$ cat config.mk
export PLATFORM = sky130hd
export DESIGN_NAME = ps2_host_tx_flat
export DESIGN_NICKNAME = d
export VERILOG_FILES = /design/src/rtl/ps2_pkg.sv /design/src/rtl/ps2_host_tx_if.sv /design/src/rtl/ps2_line_sync.sv /design/src/rtl/ps2_host_tx.sv /design/src/flat_wrapper.sv
export SDC_FILE = /design/constraint.sdc
export NUM_CORES = 1
export LEC_CHECK = 0
export BUFFER_PORTS_ARGS = -buffer_cell sky130_fd_sc_hd__buf_2
export CORE_MARGIN = 3
export CORE_UTILIZATION = 35
export CTS_CLUSTER_SIZE = 30
export DETAILED_ROUTE_END_ITERATION = 10
export PLACE_DENSITY = 0.55
export SYNTH_ARGS = -nofsm -noshare
export SYNTH_HDL_FRONTEND = slang
export SYNTH_HIERARCHICAL = 1
export SYNTH_SLANG_ARGS = --single-unit
$ cat constraint.sdc
create_clock -name clk_i -period 2.3 [get_ports clk_i]
set_input_delay 0.23 -clock clk_i [delete_from_list [all_inputs] [get_ports clk_i]]
set_output_delay 0.23 -clock clk_i [all_outputs]
set_load 0.1 [all_outputs]
$ cat src/rtl/ps2_pkg.sv
// Shared PS/2 definitions: transmitter state encoding, keyboard command bytes
// and the frame parity helper.
package ps2_pkg;

    typedef enum logic [2:0] {
        IDLE,
        INHIBIT,
        REQ,
        SHIFT,
        ACK,
        WAIT_IDLE
    } ps2_tx_state_e;

    localparam logic [7:0] CMD_SET_LED = 8'hED;
    localparam logic [7:0] CMD_RESET   = 8'hFF;
    localparam logic [7:0] CMD_ENABLE  = 8'hF4;
    localparam logic [7:0] CMD_RESEND  = 8'hFE;

    // Parity bit that makes the nine transmitted bits contain an odd number of ones.
    function automatic logic odd_parity(input logic [7:0] data);
        return ~^data;
    endfunction

endpackage

$ cat src/rtl/ps2_host_tx_if.sv
// Byte-level request/status bundle between a command source (master) and the
// PS/2 host transmitter (slave).
interface ps2_host_tx_if;

    logic       tx_valid_i;
    logic [7:0] tx_data_i;
    logic       tx_ready_o;
    logic       tx_done_o;
    logic       tx_err_o;
    logic       busy_o;

    modport master (
        output tx_valid_i,
        output tx_data_i,
        input  tx_ready_o,
        input  tx_done_o,
        input  tx_err_o,
        input  busy_o
    );

    modport slave (
        input  tx_valid_i,
        input  tx_data_i,
        output tx_ready_o,
        output tx_done_o,
        output tx_err_o,
        output busy_o
    );

endinterface

$ cat src/rtl/ps2_line_sync.sv
// Conditions one raw PS/2 line: 2-flop synchronizer, optional stability filter
// (PS2_TX_FILTER_EN) and falling-edge detect. Shareable with the receiver.
module ps2_line_sync #(
    parameter int FILT_LEN = 8
) (
    input  logic clk_i,
    input  logic res_n_i,
    input  logic line_i,
    output logic line_o,
    output logic fall_o
);

    logic sync_p0;
    logic sync_p1;
    logic line_q;
    logic prev_q;

    // Idle level of an open-drain line is high, so reset to 1 to avoid a false fall.
    always_ff @(posedge clk_i or negedge res_n_i) begin
        if (!res_n_i) begin
            sync_p0 <= 1'b1;
            sync_p1 <= 1'b1;
        end else begin
            sync_p0 <= line_i;
            sync_p1 <= sync_p0;
        end
    end

`ifdef PS2_TX_FILTER_EN
    localparam int FILT_W = $clog2(FILT_LEN) + 1;

    logic [FILT_W-1:0] filt_cnt_q;
    logic              filt_q;

    always_ff @(posedge clk_i or negedge res_n_i) begin
        if (!res_n_i) begin
            filt_q     <= 1'b1;
            filt_cnt_q <= '0;
        end else if (sync_p1 == filt_q) begin
            filt_cnt_q <= '0;
        end else if (filt_cnt_q == FILT_W'(FILT_LEN - 1)) begin
            filt_q     <= sync_p1;
            filt_cnt_q <= '0;
        end else begin
            filt_cnt_q <= filt_cnt_q + 1'b1;
        end
    end

    assign line_q = filt_q;
`else
    localparam int FILT_LEN_UNUSED = FILT_LEN;

    assign line_q = sync_p1;
`endif

    always_ff @(posedge clk_i or negedge res_n_i) begin
        if (!res_n_i) begin
            prev_q <= 1'b1;
        end else begin
            prev_q <= line_q;
        end
    end

    assign line_o = line_q;
    assign fall_o = prev_q & ~line_q;

endmodule

$ cat src/rtl/ps2_host_tx.sv
// PS/2 host-to-device byte transmitter driving open-drain clock/data low-enables.
// Define PS2_TX_FILTER_EN to add the FILT_LEN-sample glitch filter on both lines.
module ps2_host_tx
    import ps2_pkg::*;
#(
    parameter int INHIBIT_CYC = 2400,
    parameter int TIMEOUT_CYC = 360000,
    parameter int FILT_LEN    = 8
) (
    input  logic         clk_i,
    input  logic         res_n_i,
    ps2_host_tx_if.slave tx_if,
    input  logic         ps2_clk_i,
    input  logic         ps2_dat_i,
    output logic         ps2_clk_oe_o,
    output logic         ps2_dat_oe_o
);

    localparam int CNT_MAX = (TIMEOUT_CYC > INHIBIT_CYC) ? TIMEOUT_CYC : INHIBIT_CYC;
    localparam int CNT_W   = $clog2(CNT_MAX + 1);
    localparam logic [CNT_W-1:0] INH_LAST = CNT_W'(INHIBIT_CYC - 1);
    localparam logic [CNT_W-1:0] TO_LAST  = CNT_W'(TIMEOUT_CYC - 1);

    ps2_tx_state_e    state_q;
    logic [CNT_W-1:0] cnt_q;
    logic [3:0]       bitcnt_q;
    logic [8:0]       shift_q;
    logic             clk_oe_q;
    logic             dat_oe_q;
    logic             ready_q;
    logic             done_q;
    logic             err_q;
    logic             busy_q;

    logic clk_s;
    logic clk_fall;
    logic dat_s;
    logic dat_fall_unused;
    logic accept;
    logic shift_en;

    ps2_line_sync #(.FILT_LEN(FILT_LEN)) u_clk_sync (
        .clk_i   (clk_i),
        .res_n_i (res_n_i),
        .line_i  (ps2_clk_i),
        .line_o  (clk_s),
        .fall_o  (clk_fall)
    );

    ps2_line_sync #(.FILT_LEN(FILT_LEN)) u_dat_sync (
        .clk_i   (clk_i),
        .res_n_i (res_n_i),
        .line_i  (ps2_dat_i),
        .line_o  (dat_s),
        .fall_o  (dat_fall_unused)
    );

    assign accept   = (state_q == IDLE) && tx_if.tx_valid_i && ready_q;
    assign shift_en = clk_fall && ((state_q == REQ) || ((state_q == SHIFT) && (bitcnt_q < 4'd8)));

    // Frame data needs no reset: it is always loaded on acceptance before use.
    always_ff @(posedge clk_i) begin
        if (accept) begin
            shift_q <= {odd_parity(tx_if.tx_data_i), tx_if.tx_data_i};
        end else if (shift_en) begin
            shift_q <= {1'b1, shift_q[8:1]};
        end
    end

    always_ff @(posedge clk_i or negedge res_n_i) begin
        if (!res_n_i) begin
            state_q  <= IDLE;
            cnt_q    <= '0;
            bitcnt_q <= '0;
            clk_oe_q <= 1'b0;
            dat_oe_q <= 1'b0;
            ready_q  <= 1'b1;
            done_q   <= 1'b0;
            err_q    <= 1'b0;
            busy_q   <= 1'b0;
        end else begin
            done_q <= 1'b0;
            err_q  <= 1'b0;
            case (state_q)
                IDLE: begin
                    clk_oe_q <= 1'b0;
                    dat_oe_q <= 1'b0;
                    if (accept) begin
                        state_q  <= INHIBIT;
                        cnt_q    <= '0;
                        clk_oe_q <= 1'b1;
                        ready_q  <= 1'b0;
                        busy_q   <= 1'b1;
                    end
                end
                // Clock is held low here, so line edges are our own and ignored.
                INHIBIT: begin
                    if (cnt_q == INH_LAST) begin
                        state_q  <= REQ;
                        cnt_q    <= '0;
                        clk_oe_q <= 1'b0;
                        dat_oe_q <= 1'b1;
                    end else begin
                        cnt_q <= cnt_q + 1'b1;
                    end
                end
                REQ, SHIFT, ACK, WAIT_IDLE: begin
                    if ((state_q == WAIT_IDLE) && clk_s && dat_s) begin
                        state_q <= IDLE;
                        cnt_q   <= '0;
                        ready_q <= 1'b1;
                        busy_q  <= 1'b0;
                    end else if (clk_fall) begin
                        // A device edge always beats a coincident timeout.
                        cnt_q <= '0;
                        case (state_q)
                            REQ: begin
                                dat_oe_q <= ~shift_q[0];
                                bitcnt_q <= '0;
                                state_q  <= SHIFT;
                            end
                            SHIFT: begin
                                if (bitcnt_q == 4'd8) begin
                                    dat_oe_q <= 1'b0;
                                    bitcnt_q <= 4'd9;
                                    state_q  <= ACK;
                                end else begin
                                    dat_oe_q <= ~shift_q[0];
                                    bitcnt_q <= bitcnt_q + 1'b1;
                                end
                            end
                            ACK: begin
                                done_q  <= ~dat_s;
                                err_q   <= dat_s;
                                state_q <= WAIT_IDLE;
                            end
                            default: ;
                        endcase
                    end else if (cnt_q == TO_LAST) begin
                        clk_oe_q <= 1'b0;
                        dat_oe_q <= 1'b0;
                        err_q    <= (state_q != WAIT_IDLE);
                        state_q  <= IDLE;
                        cnt_q    <= '0;
                        ready_q  <= 1'b1;
                        busy_q   <= 1'b0;
                    end else begin
                        cnt_q <= cnt_q + 1'b1;
                    end
                end
                default: state_q <= IDLE;
            endcase
        end
    end

    assign ps2_clk_oe_o     = clk_oe_q;
    assign ps2_dat_oe_o     = dat_oe_q;
    assign tx_if.tx_ready_o = ready_q;
    assign tx_if.tx_done_o  = done_q;
    assign tx_if.tx_err_o   = err_q;
    assign tx_if.busy_o     = busy_q;

endmodule
$ cat src/flat_wrapper.sv
// flat-port wrapper written by rule: the top's interface ports become plain ports
module ps2_host_tx_flat import ps2_pkg::*;
#(
    parameter int INHIBIT_CYC = 2400,
    parameter int TIMEOUT_CYC = 360000,
    parameter int FILT_LEN    = 8
)
  (clk_i, res_n_i, ps2_clk_i, ps2_dat_i, ps2_clk_oe_o, ps2_dat_oe_o, tx_if_tx_valid_i, tx_if_tx_data_i, tx_if_tx_ready_o, tx_if_tx_done_o, tx_if_tx_err_o, tx_if_busy_o);
  ps2_host_tx_if tx_if_i ();
  input  logic clk_i;
  input  logic res_n_i;
  input  logic ps2_clk_i;
  input  logic ps2_dat_i;
  output logic ps2_clk_oe_o;
  output logic ps2_dat_oe_o;
  input wire logic [$bits(tx_if_i.tx_valid_i)-1:0] tx_if_tx_valid_i;
  input wire logic [$bits(tx_if_i.tx_data_i)-1:0] tx_if_tx_data_i;
  output wire logic [$bits(tx_if_i.tx_ready_o)-1:0] tx_if_tx_ready_o;
  output wire logic [$bits(tx_if_i.tx_done_o)-1:0] tx_if_tx_done_o;
  output wire logic [$bits(tx_if_i.tx_err_o)-1:0] tx_if_tx_err_o;
  output wire logic [$bits(tx_if_i.busy_o)-1:0] tx_if_busy_o;
  assign tx_if_i.tx_valid_i = tx_if_tx_valid_i;
  assign tx_if_i.tx_data_i = tx_if_tx_data_i;
  assign tx_if_tx_ready_o = tx_if_i.tx_ready_o;
  assign tx_if_tx_done_o = tx_if_i.tx_done_o;
  assign tx_if_tx_err_o = tx_if_i.tx_err_o;
  assign tx_if_busy_o = tx_if_i.busy_o;
  ps2_host_tx #(.INHIBIT_CYC(INHIBIT_CYC), .TIMEOUT_CYC(TIMEOUT_CYC), .FILT_LEN(FILT_LEN)) u_core (.clk_i(clk_i), .res_n_i(res_n_i), .tx_if(tx_if_i), .ps2_clk_i(ps2_clk_i), .ps2_dat_i(ps2_dat_i), .ps2_clk_oe_o(ps2_clk_oe_o), .ps2_dat_oe_o(ps2_dat_oe_o));
endmodule
==> results.yml, run 1 <==
outcome:
  status: "completed"
routing:
  totalWireLength_mm: 6.25
  dr.pass1.iters: 4
  remaining_drcs: 0
  final_antenna_net_count: 0
  detail_route.iter0.violations: 177
  drt-wirelength-per-cell_um: 14.7
  via_per_inst: 5.33
  via_count: 2267
grt:
  global_route_wire_length_before_repair_mm: 10.3
  gr-total-overflow: 0
  grt_antenna_before_repair: 0
  grt.total_usage_pct: 15.0
  first_global_vias: 2057
  grt_start_max_net_pins: 38
worst_setup_path:
  timing.critical_path.to_type: "register"
  timing.setup.critical_path_class: "reg2reg"
  timing.critical_path.from_type: "register"
  worst-endpoint-required_ns: 2.50
  worstPathMaxFanout: 5
  timing.critical_path.arrival_ns: 2.42
placement:
  numPortBuffers: 18
  finalWeightedCongestion: 0.869
  detailed_place_hpwl_mm: 4.53
  placed_cells: 417
min_path:
  hold_class: "in2reg"
clock_network:
  cts_sinks: 46
  post_cts_setup_repair_bufs: 0
  ctsRootBufferMaster: "sky130_fd_sc_hd__clkbuf_8"
  tritoncts_clock_tree: "done"
  clkSlewWorstSetupHoldPaths_ns: 0.09
  cts.hold.buffers_added: 0
  htreeDepth: 2
  numCtsBuffers: 5
  cts-root-to-sink-buffers: 2
  clkLatencyLatePin_ns: 0.30
power:
  leakage_power_figure_nw: 1.32
  internal_power_w: 0.00107
  netSwitchingFraction_pct: 23.2
  ir_worst_vdd_v: 0.000307
  comb_power_share_pct: 3.9
  power.share.clock_pct: 36.1
  pwr-share-seq_pct: 60.0
  net-switching-power_w: 0.000324
  powerDensity_nw_per_um2: 450
finish:
  fillCellCount: 738
  area_growth_pct: 17.6
  diodes: 0
  layout-drive-gt1-share_pct: 23.9
  nets_finish: 341
  final-instance-count-excl-fill: 425
sta:
  worstMarginPinSlew_ns: 0.852
  fmaxAchievable_mhz: 450
  final-max-slew-violation-count: 0
  final.setup_skew_ns: 0.00728
  layout_min_cycle_time_ns: 2.22
  finalSetupViolations: 0
  fin_crit_sh_pct: 96.5
  finalHoldViolCount: 0
  maxSlewHeadroom_pct: 43.2
  holdWs_ns: 0.0221
synthesis:
  synth_fp_nets: 306
  post_synth_instance_area_sq_um: 2640
  yosysWarningCount: 6
  synth_instances: 290
  synth_area_per_cell_sq_um: 9.11
floorplanning:
  die_h_um: 92.9
  ios: 19
  core_region_area_sq_um: 7290
  fp.dieArea_sq_um: 8620
  floorplan.initialDensity_pct: 36.2
  floorplan.die.width_um: 92.9
  placementRows: 31
flow_run:
  timing.max_cap.violations: 0
## flip-flops by register name, indices dropped and copies added, names as in the netlist
signal	flops
u_core/bitcnt_q	4
u_core/cnt_q	19
u_core/ps2_clk_oe_o	1
u_core/ps2_dat_oe_o	1
u_core/shift_q	9
u_core/state_q	3
u_core/tx_if.busy_o	1
u_core/tx_if.tx_done_o	1
u_core/tx_if.tx_err_o	1
u_core/tx_if.tx_ready_o	1
u_core/u_clk_sync/line_o	1
u_core/u_clk_sync/prev_q	1
u_core/u_clk_sync/sync_p0	1
u_core/u_dat_sync/line_o	1
u_core/u_dat_sync/sync_p0	1
## metal layers
metal  wire, um  GRT usage (%)  up-vias  part of all wire [%]
li1           -              -     1124                     -
met4         50           3.54        0                  0.80
met1       3120           22.1     1087                    50
met3        290           3.41        4                   4.6
met2       2790           22.2       52                    45
met5          0              0        -                     0
## power groups by stage
stage               clock (W)  sequential [W]  combinational, W
global route         0.000555        0.000839         0.0000607
floorplan                   0        0.000854         0.0000262
finish               0.000504        0.000838         0.0000538
CTS                  0.000529        0.000838         0.0000557
global placement            0        0.000854         0.0000549
detailed placement          0        0.000854         0.0000555
## critical path, stage by stage, from the launching register on
cell	delay, ns
sky130_fd_sc_hd__dfrtp_1	0.42
sky130_fd_sc_hd__or4b_4	0.58
sky130_fd_sc_hd__nor3_2	0.31
sky130_fd_sc_hd__buf_4	0.18
sky130_fd_sc_hd__a31oi_1	0.11
sky130_fd_sc_hd__o22ai_1	0.17
sky130_fd_sc_hd__mux2_2	0.35
## what timing repair did
item | CTS | global route
endpoints found under the setup margin | 0 | 5
gates resized for setup | 0 | 2
endpoints found under the hold margin | 0 | 0
## layout by cell type, fill, tap and decap left out, types with 3 or more instances in the layout
| master | count |
|---|---|
| sky130_fd_sc_hd__a31oi_1 | 3 |
| sky130_fd_sc_hd__o21ai_0 | 10 |
| sky130_fd_sc_hd__nor2b_1 | 4 |
| sky130_fd_sc_hd__or4_1 | 3 |
| sky130_fd_sc_hd__nor3_1 | 10 |
| sky130_fd_sc_hd__inv_1 | 12 |
| sky130_fd_sc_hd__xnor2_1 | 6 |
| sky130_fd_sc_hd__dfrtp_1 | 31 |
| sky130_fd_sc_hd__and2_1 | 4 |
| sky130_fd_sc_hd__nand4_1 | 6 |
| sky130_fd_sc_hd__a21oi_1 | 15 |
| sky130_fd_sc_hd__a21o_1 | 3 |
| sky130_fd_sc_hd__buf_2 | 18 |
| sky130_fd_sc_hd__nand3_1 | 14 |
| sky130_fd_sc_hd__clkbuf_8 | 5 |
| sky130_fd_sc_hd__o211ai_1 | 4 |
| sky130_fd_sc_hd__o21a_1 | 3 |
| sky130_fd_sc_hd__nor2_1 | 16 |
| sky130_fd_sc_hd__nand2_1 | 43 |
| sky130_fd_sc_hd__ha_1 | 3 |
| sky130_fd_sc_hd__mux2_2 | 9 |
| sky130_fd_sc_hd__o22ai_1 | 14 |
| sky130_fd_sc_hd__and3_1 | 5 |
| sky130_fd_sc_hd__edfxtp_1 | 9 |
| sky130_fd_sc_hd__o21ai_1 | 3 |
| sky130_fd_sc_hd__dfstp_2 | 6 |
| sky130_fd_sc_hd__nand2b_1 | 3 |
| sky130_fd_sc_hd__buf_4 | 29 |
## final cells by class
| type | count | area [sq um] | area share [%] |
|---|---|---|---|
| multi-input combinational | 213 | 1340 | 43.0 |
| sequential | 46 | 1200 | 38.8 |
| timing repair buffer | 47 | 308 | 9.91 |
| tap | 99 | 124 | 3.99 |
| clock buffer | 5 | 68.8 | 2.22 |
| inverter | 12 | 45.0 | 1.45 |
| clock inverter | 3 | 21.3 | 0.685 |
## worst paths after layout
path,startpoint,endpoint,slack (ns),cells past startpoint
setup / recovery,u_core/cnt_q[15]$_DFFE_PN0P_,u_core/ps2_dat_oe_o$_DFFE_PN0P_,0.08,6
setup reg to reg,u_core/cnt_q[15]$_DFFE_PN0P_,u_core/ps2_dat_oe_o$_DFFE_PN0P_,0.08,6
min in group asynchronous,res_n_i,u_core/cnt_q[13]$_DFFE_PN0P_,0.03,1
hold / removal,ps2_clk_i,u_core/u_clk_sync/sync_p0$_DFF_PN1_,0.02,1
hold reg to reg,u_core/u_clk_sync/sync_p0$_DFF_PN1_,u_core/u_clk_sync/line_o$_DFF_PN1_,0.36,0
max in group asynchronous,res_n_i,u_core/tx_if.tx_done_o$_DFF_PN0_,1.73,1
## through the flow
| step | util (%) | cell area (sq um) | TNS [ns] | total power, W | worst slack, ns |
|---|---|---|---|---|---|
| 5_1_grt | 42.6 | 3110 | -0.0124 | 0.00145 | -0.0101 |
| 6_report | 42.6 | 3110 | 0 | 0.00140 | 0.0801 |
| 4_1_cts | 42.4 | 3090 | 0 | 0.00142 | 0.101 |
| 2_1_floorplan | - | 2640 | 0 | 0.000880 | 0.237 |
| 3_5_place_dp | 41.1 | 3000 | 0 | 0.000910 | 0.129 |
| 3_3_place_gp | 41.1 | 3000 | 0 | 0.000909 | 0.162 |
(Power assumes the default switching activity.)
==> run 2, diff against run 1 <==
HOLD_SLACK_MARGIN = 0.08   (was unset)
clock period = 2.2 ns   (was 2.3 ns; I/O delays follow)
==> results.yml, run 2 (synthesis results as in run 1) <==
worst_setup_path:
  slowest_delay_ns: 0.57
  worstPathMaxFanout: 7
  timing.critical_path.from_type: "register"
  worst-endpoint-required_ns: 2.39
  timing.critical_path.arrival_ns: 2.39
  timing.setup.critical_path_class: "reg2reg"
  critPathSlowestCell: "sky130_fd_sc_hd__or4bb_4"
  reg2reg_slack_ns: -0.004
  cp.buffers_inverters: 0
  r2r_start: "u_core/cnt_q[6]$_DFFE_PN0P_"
  crit_chain: "or4bb_4 -> nor4_4 -> a21oi_1 -> o22ai_2 -> mux2_2"
  timing.critical_path.to_type: "register"
  timing.critical_path.max_delay_family: "simple AND/OR/NAND/NOR gates"
  ff2ff_path_depth: 5
  worstReg2RegEnd: "u_core/ps2_dat_oe_o$_DFFE_PN0P_"
sta:
  maxSlewHeadroom_pct: 43.8
  finalSetupViolations: 1
  finalWorstSetupSlack_ns: -0.00424
  holdWs_ns: 0.236
  fmaxAchievable_mhz: 454
  rsz0062_at_grt: "true"
  worstMarginPinSlew_ns: 0.843
  fin_crit_sh_pct: 100
  finalHoldViolCount: 0
  fin_setup_tns_ns: -0.00424
  final-max-slew-violation-count: 0
  layout_min_cycle_time_ns: 2.20
  final.setup_skew_ns: 0.00914
outcome:
  violations: "setup timing"
  status: "complete, but fails checks"
power:
  power.share.clock_pct: 36.5
  ir_worst_vdd_v: 0.000315
  netSwitchingFraction_pct: 23.7
  net-switching-power_w: 0.000350
  internal_power_w: 0.00112
  total_power_w: 0.00147
  comb_power_share_pct: 4.1
  pwr-share-seq_pct: 59.4
  powerDensity_nw_per_um2: 450
  leakage_power_figure_nw: 1.38
routing:
  via_per_inst: 5.22
  detail_route.iter0.violations: 195
  via_count: 2266
  drt-wirelength-per-cell_um: 14.7
  final_antenna_net_count: 0
  remaining_drcs: 0
  totalWireLength_mm: 6.36
  dr.pass1.iters: 4
placement:
  detailed_place_hpwl_mm: 4.54
  placed_cells: 417
  finalWeightedCongestion: 0.871
  numPortBuffers: 18
clock_network:
  cts_sinks: 46
  tritoncts_clock_tree: "done"
  numCtsBuffers: 5
  clkSlewWorstSetupHoldPaths_ns: 0.10
  htreeDepth: 2
  cts-root-to-sink-buffers: 2
  clkLatencyLatePin_ns: 0.30
  ctsRootBufferMaster: "sky130_fd_sc_hd__clkbuf_8"
grt:
  gr-total-overflow: 0
  global_route_wire_length_before_repair_mm: 10.5
  grt_start_max_net_pins: 38
  grt.total_usage_pct: 15.2
  first_global_vias: 2151
  grt_antenna_before_repair: 0
finish:
  final_cell_mix: "sky130_fd_sc_hd__nand2_1 (43), sky130_fd_sc_hd__buf_4 (29), sky130_fd_sc_hd__dfrtp_1 (29)"
  nets_finish: 350
  final-instance-count-excl-fill: 434
  postLayoutCoreUtil_pct: 44.9
  mostFrequentLayoutCell: "sky130_fd_sc_hd__nand2_1"
  largestRegisters: "u_core/cnt_q (19), u_core/shift_q (9), u_core/bitcnt_q (4)"
  diodes: 0
  largest-register: "u_core/cnt_q"
  layout-drive-gt1-share_pct: 28.7
  fillCellCount: 716
  largest_register_ffs: 19
  area_growth_pct: 23.9
min_path:
  hold_path_startpoint: "tx_if_tx_valid_i"
  hold-path-cell-count: 3
  hold-path-endpoint: "u_core/tx_if.tx_ready_o$_DFFE_PN1P_"
  hold_class: "in2reg"
floorplanning:
  die_h_um: 92.9
  placementRows: 31
  ios: 19
  floorplan.die.width_um: 92.9
  floorplan.initialDensity_pct: 36.2
  core_region_area_sq_um: 7290
  fp.dieArea_sq_um: 8620
flow_run:
  timing.max_cap.violations: 0
[run 2: layer usage]
| layer | part of all wire, % | up-vias | routed length (um) | track usage (%) |
|---|---|---|---|---|
| li1 | - | 1141 | - | - |
| met1 | 50 | 1078 | 3170 | 21.9 |
| met2 | 45 | 40 | 2880 | 23.5 |
| met3 | 3.6 | 7 | 229 | 2.84 |
| met4 | 1.3 | 0 | 84 | 4.15 |
| met5 | 0 | - | 0 | 0 |
[run 2: worst register-to-register path, delay by kind of cell, from the launching register on]
kind            cells  cell delay (ns)
flops               1             0.44
compound gates      2             0.35
simple gates        2             0.94
mux                 1             0.36
[run 2: worst max-delay path by stage]
stage                                                   start                              end  slack (ns)  cells past startpoint
final                             u_core/cnt_q[6]$_DFFE_PN0P_  u_core/ps2_dat_oe_o$_DFFE_PN0P_      -0.004                      5
after global routing              u_core/cnt_q[5]$_DFFE_PN0P_  u_core/ps2_dat_oe_o$_DFFE_PN0P_       -0.06                      5
after CTS                        u_core/cnt_q[15]$_DFFE_PN0P_  u_core/ps2_dat_oe_o$_DFFE_PN0P_        0.04                      5
after detailed placement         u_core/cnt_q[15]$_DFFE_PN0P_  u_core/ps2_dat_oe_o$_DFFE_PN0P_        0.06                      5
after global placement           u_core/cnt_q[15]$_DFFE_PN0P_  u_core/ps2_dat_oe_o$_DFFE_PN0P_        0.06                      5
after floorplan           u_core/tx_if.tx_ready_o$_DFFE_PN1P_      u_core/shift_q[2]$_DFFE_PP_        0.14                      3
[run 2: final cells by class]
class | count | area (sq um) | area share, %
Clock buffer | 5 | 68.8 | 2.10
Clock inverter | 3 | 21.3 | 0.650
Inverter | 12 | 45.0 | 1.38
Multi-Input combinational cell | 214 | 1410 | 42.9
Sequential cell | 46 | 1210 | 36.9
Tap cell | 99 | 124 | 3.78
Timing Repair Buffer | 55 | 403 | 12.3
[run 2: power groups by stage]
stage / registers [W] / clock network [W] / logic [W]
final: 0.000876 / 0.000538 / 0.0000605
after global routing: 0.000877 / 0.000589 / 0.0000690
after CTS: 0.000876 / 0.000558 / 0.0000621
after detailed placement: 0.000893 / 0 / 0.0000578
after global placement: 0.000893 / 0 / 0.0000574
after floorplan: 0.000893 / 0 / 0.0000274
[run 2: per-stage QoR]
stage	instance area, sq um	worst slack, ns
6_report	3270	-0.00424
5_1_grt	3270	-0.0562
4_1_cts	3130	0.0440
3_5_place_dp	3010	0.0632
3_3_place_gp	3010	0.0577
2_1_floorplan	2640	0.137
[run 2: repair_timing]
action | CTS | global route
setup buffers | 0 | 5
setup endpoints to repair | 0 | 16
resized for setup | 0 | 23
hold endpoints to repair | 33 | 0
hold buffers | 3 | 0
==> run 3, diff against run 2 <==
CORE_MARGIN = unset   (was 3)
RECOVER_POWER = 25   (was unset)
==> results.yml, run 3 (synthesis results as in run 1) <==
routing:
  detail_route.iter0.violations: 131
  totalWireLength_mm: 6.24
  remaining_drcs: 0
  via_count: 2270
  via_per_inst: 5.24
  drt-wirelength-per-cell_um: 14.4
  dr.pass1.iters: 4
  final_antenna_net_count: 0
clock_network:
  numCtsBuffers: 5
  cts_sinks: 46
  cts-root-to-sink-buffers: 2
  ctsRootBufferMaster: "sky130_fd_sc_hd__clkbuf_8"
  clkLatencyLatePin_ns: 0.31
  clkSlewWorstSetupHoldPaths_ns: 0.09
  tritoncts_clock_tree: "done"
  htreeDepth: 2
sta:
  finalWorstSetupSlack_ns: 0.0626
  fin_crit_sh_pct: 97.2
  fmaxAchievable_mhz: 468
  finalSetupViolations: 0
  final-max-slew-violation-count: 0
  final.setup_skew_ns: 0.0111
  rsz0062_at_grt: "true"
  fin_setup_tns_ns: 0
  worstMarginPinSlew_ns: 0.939
  layout_min_cycle_time_ns: 2.14
  finalHoldViolCount: 0
  maxSlewHeadroom_pct: 37.4
worst_setup_path:
  worstReg2RegEnd: "u_core/cnt_q[9]$_DFFE_PN0P_"
  r2r_start: "u_core/cnt_q[10]$_DFFE_PN0P_"
  ff2ff_path_depth: 6
  timing.critical_path.arrival_ns: 2.33
  timing.setup.critical_path_class: "reg2reg"
  worstPathMaxFanout: 12
  reg2reg_slack_ns: 0.06
  worst-endpoint-required_ns: 2.39
  timing.critical_path.from_type: "register"
  timing.critical_path.to_type: "register"
finish:
  largest-register: "u_core/cnt_q"
  fillCellCount: 745
  final_cell_mix: "sky130_fd_sc_hd__nand2_1 (43), sky130_fd_sc_hd__buf_4 (34), sky130_fd_sc_hd__dfrtp_1 (29)"
  postLayoutCoreUtil_pct: 44.2
  layout-drive-gt1-share_pct: 26.9
  area_growth_pct: 22.0
  largestRegisters: "u_core/cnt_q (19), u_core/shift_q (9), u_core/bitcnt_q (4)"
  largest_register_ffs: 19
  nets_finish: 349
  diodes: 0
  mostFrequentLayoutCell: "sky130_fd_sc_hd__nand2_1"
min_path:
  hold_class: "in2reg"
  hold_path_startpoint: "tx_if_tx_valid_i"
  hold-path-endpoint: "u_core/tx_if.tx_ready_o$_DFFE_PN1P_"
  hold-path-cell-count: 3
placement:
  detailed_place_hpwl_mm: 4.52
  place_ws_ns: -0.0151
  numPortBuffers: 18
  finalWeightedCongestion: 0.850
flow_run:
  timing.max_cap.violations: 0
grt:
  first_global_vias: 2023
  gr-total-overflow: 0
  grt_antenna_before_repair: 0
  grt.total_usage_pct: 17.1
  grt_start_max_net_pins: 38
  global_route_wire_length_before_repair_mm: 10.2
floorplanning:
  placementRows: 31
  ios: 19
  die_h_um: 88.9
  floorplan.initialDensity_pct: 36.2
  floorplan.die.width_um: 88.9
  fp.dieArea_sq_um: 7900
  core_region_area_sq_um: 7290
power:
  ir_worst_vdd_v: 0.000368
  powerDensity_nw_per_um2: 489
  leakage_power_figure_nw: 1.39
outcome:
  status: "completed"
-- run 3: cell types whose count changed in the layout (fill, tap and decap cells not counted), sizes merged --
cell	change
clkbuf	+2
clkinv	-2
a211oi	-1
buf	-1
bufinv	+1
clkinvlp	-1
inv	+1
-- run 3: how the worst max path moves through the flow --
stage	start	endpoint	slack (ns)	depth (start not counted)
floorplan	u_core/tx_if.tx_ready_o$_DFFE_PN1P_	u_core/shift_q[2]$_DFFE_PP_	0.14	3
global placement	u_core/cnt_q[15]$_DFFE_PN0P_	u_core/state_q[0]$_DFFE_PN0P_	0.002	5
detailed placement	u_core/cnt_q[15]$_DFFE_PN0P_	u_core/cnt_q[14]$_DFFE_PN0P_	-0.02	6
CTS	u_core/cnt_q[0]$_DFFE_PN0P_	u_core/cnt_q[14]$_DFFE_PN0P_	0.01	7
global route	u_core/cnt_q[5]$_DFFE_PN0P_	u_core/state_q[1]$_DFFE_PN0P_	-0.02	5
finish	u_core/cnt_q[10]$_DFFE_PN0P_	u_core/cnt_q[9]$_DFFE_PN0P_	0.06	6
-- run 3: per-layer routing --
| layer | global-route usage [%] | share of wire [%] | up-vias |
|---|---|---|---|
| met1 | 25.1 | 50 | 1090 |
| met2 | 25.7 | 45 | 35 |
| met3 | 2.89 | 3.5 | 7 |
| met4 | 5.13 | 1.3 | 0 |
| met5 | 0 | 0 | - |
| li1 | - | - | 1138 |
-- run 3: metrics by stage --
step | cells | hold slack [ns] | total power [W] | cell area (sq um)
after floorplan | 290 | -0.0756 | 0.000920 | 2640
after global placement | 421 | 0.325 | 0.000951 | 3030
after detailed placement | 421 | 0.326 | 0.000952 | 3030
after CTS | 432 | 0.228 | 0.00160 | 3180
after global routing | 433 | 0.234 | 0.00163 | 3220
final | 433 | 0.238 | 0.00158 | 3220
-- run 3: final cells by class --
| cell class | count | area (sq um) | area share (%) |
|---|---|---|---|
| Clock buffer | 6 | 72.6 | 2.25 |
| Clock inverter | 2 | 36.3 | 1.13 |
| Inverter | 12 | 45.0 | 1.40 |
| Sequential cell | 46 | 1210 | 37.4 |
| Multi-Input combinational cell | 213 | 1360 | 42.3 |
| Tap cell | 99 | 124 | 3.84 |
| Timing Repair Buffer | 55 | 375 | 11.6 |
-- run 3: timing repair --
item / 4_1_cts / 5_1_grt
buffers inserted: 0 / 1
hold endpoints to repair: 33 / 0
gates resized for setup: 2 / 9
hold buffers: 3 / 0
pin swaps: 0 / 3
endpoints found under the setup margin: 10 / 23
-- run 3: worst max-delay path, stage by stage, from the launching register on --
cell and delay, ns:
sky130_fd_sc_hd__dfrtp_1 0.43, sky130_fd_sc_hd__or4bb_4 0.56, sky130_fd_sc_hd__nor4_4 0.35, sky130_fd_sc_hd__a211oi_4 0.19
sky130_fd_sc_hd__buf_4 0.22, sky130_fd_sc_hd__o21ai_0 0.16, sky130_fd_sc_hd__o211ai_1 0.11
-- run 3: power breakdown --
group	internal (W)	total, W	switching (W)	leakage, nW
Sequential	0.000873	0.000877	0.00000308	0.459
Clock	0.000340	0.000638	0.000298	0.0557
Combinational	0.0000274	0.0000613	0.0000338	0.878
Total	0.00124	0.00158	0.000335	1.39
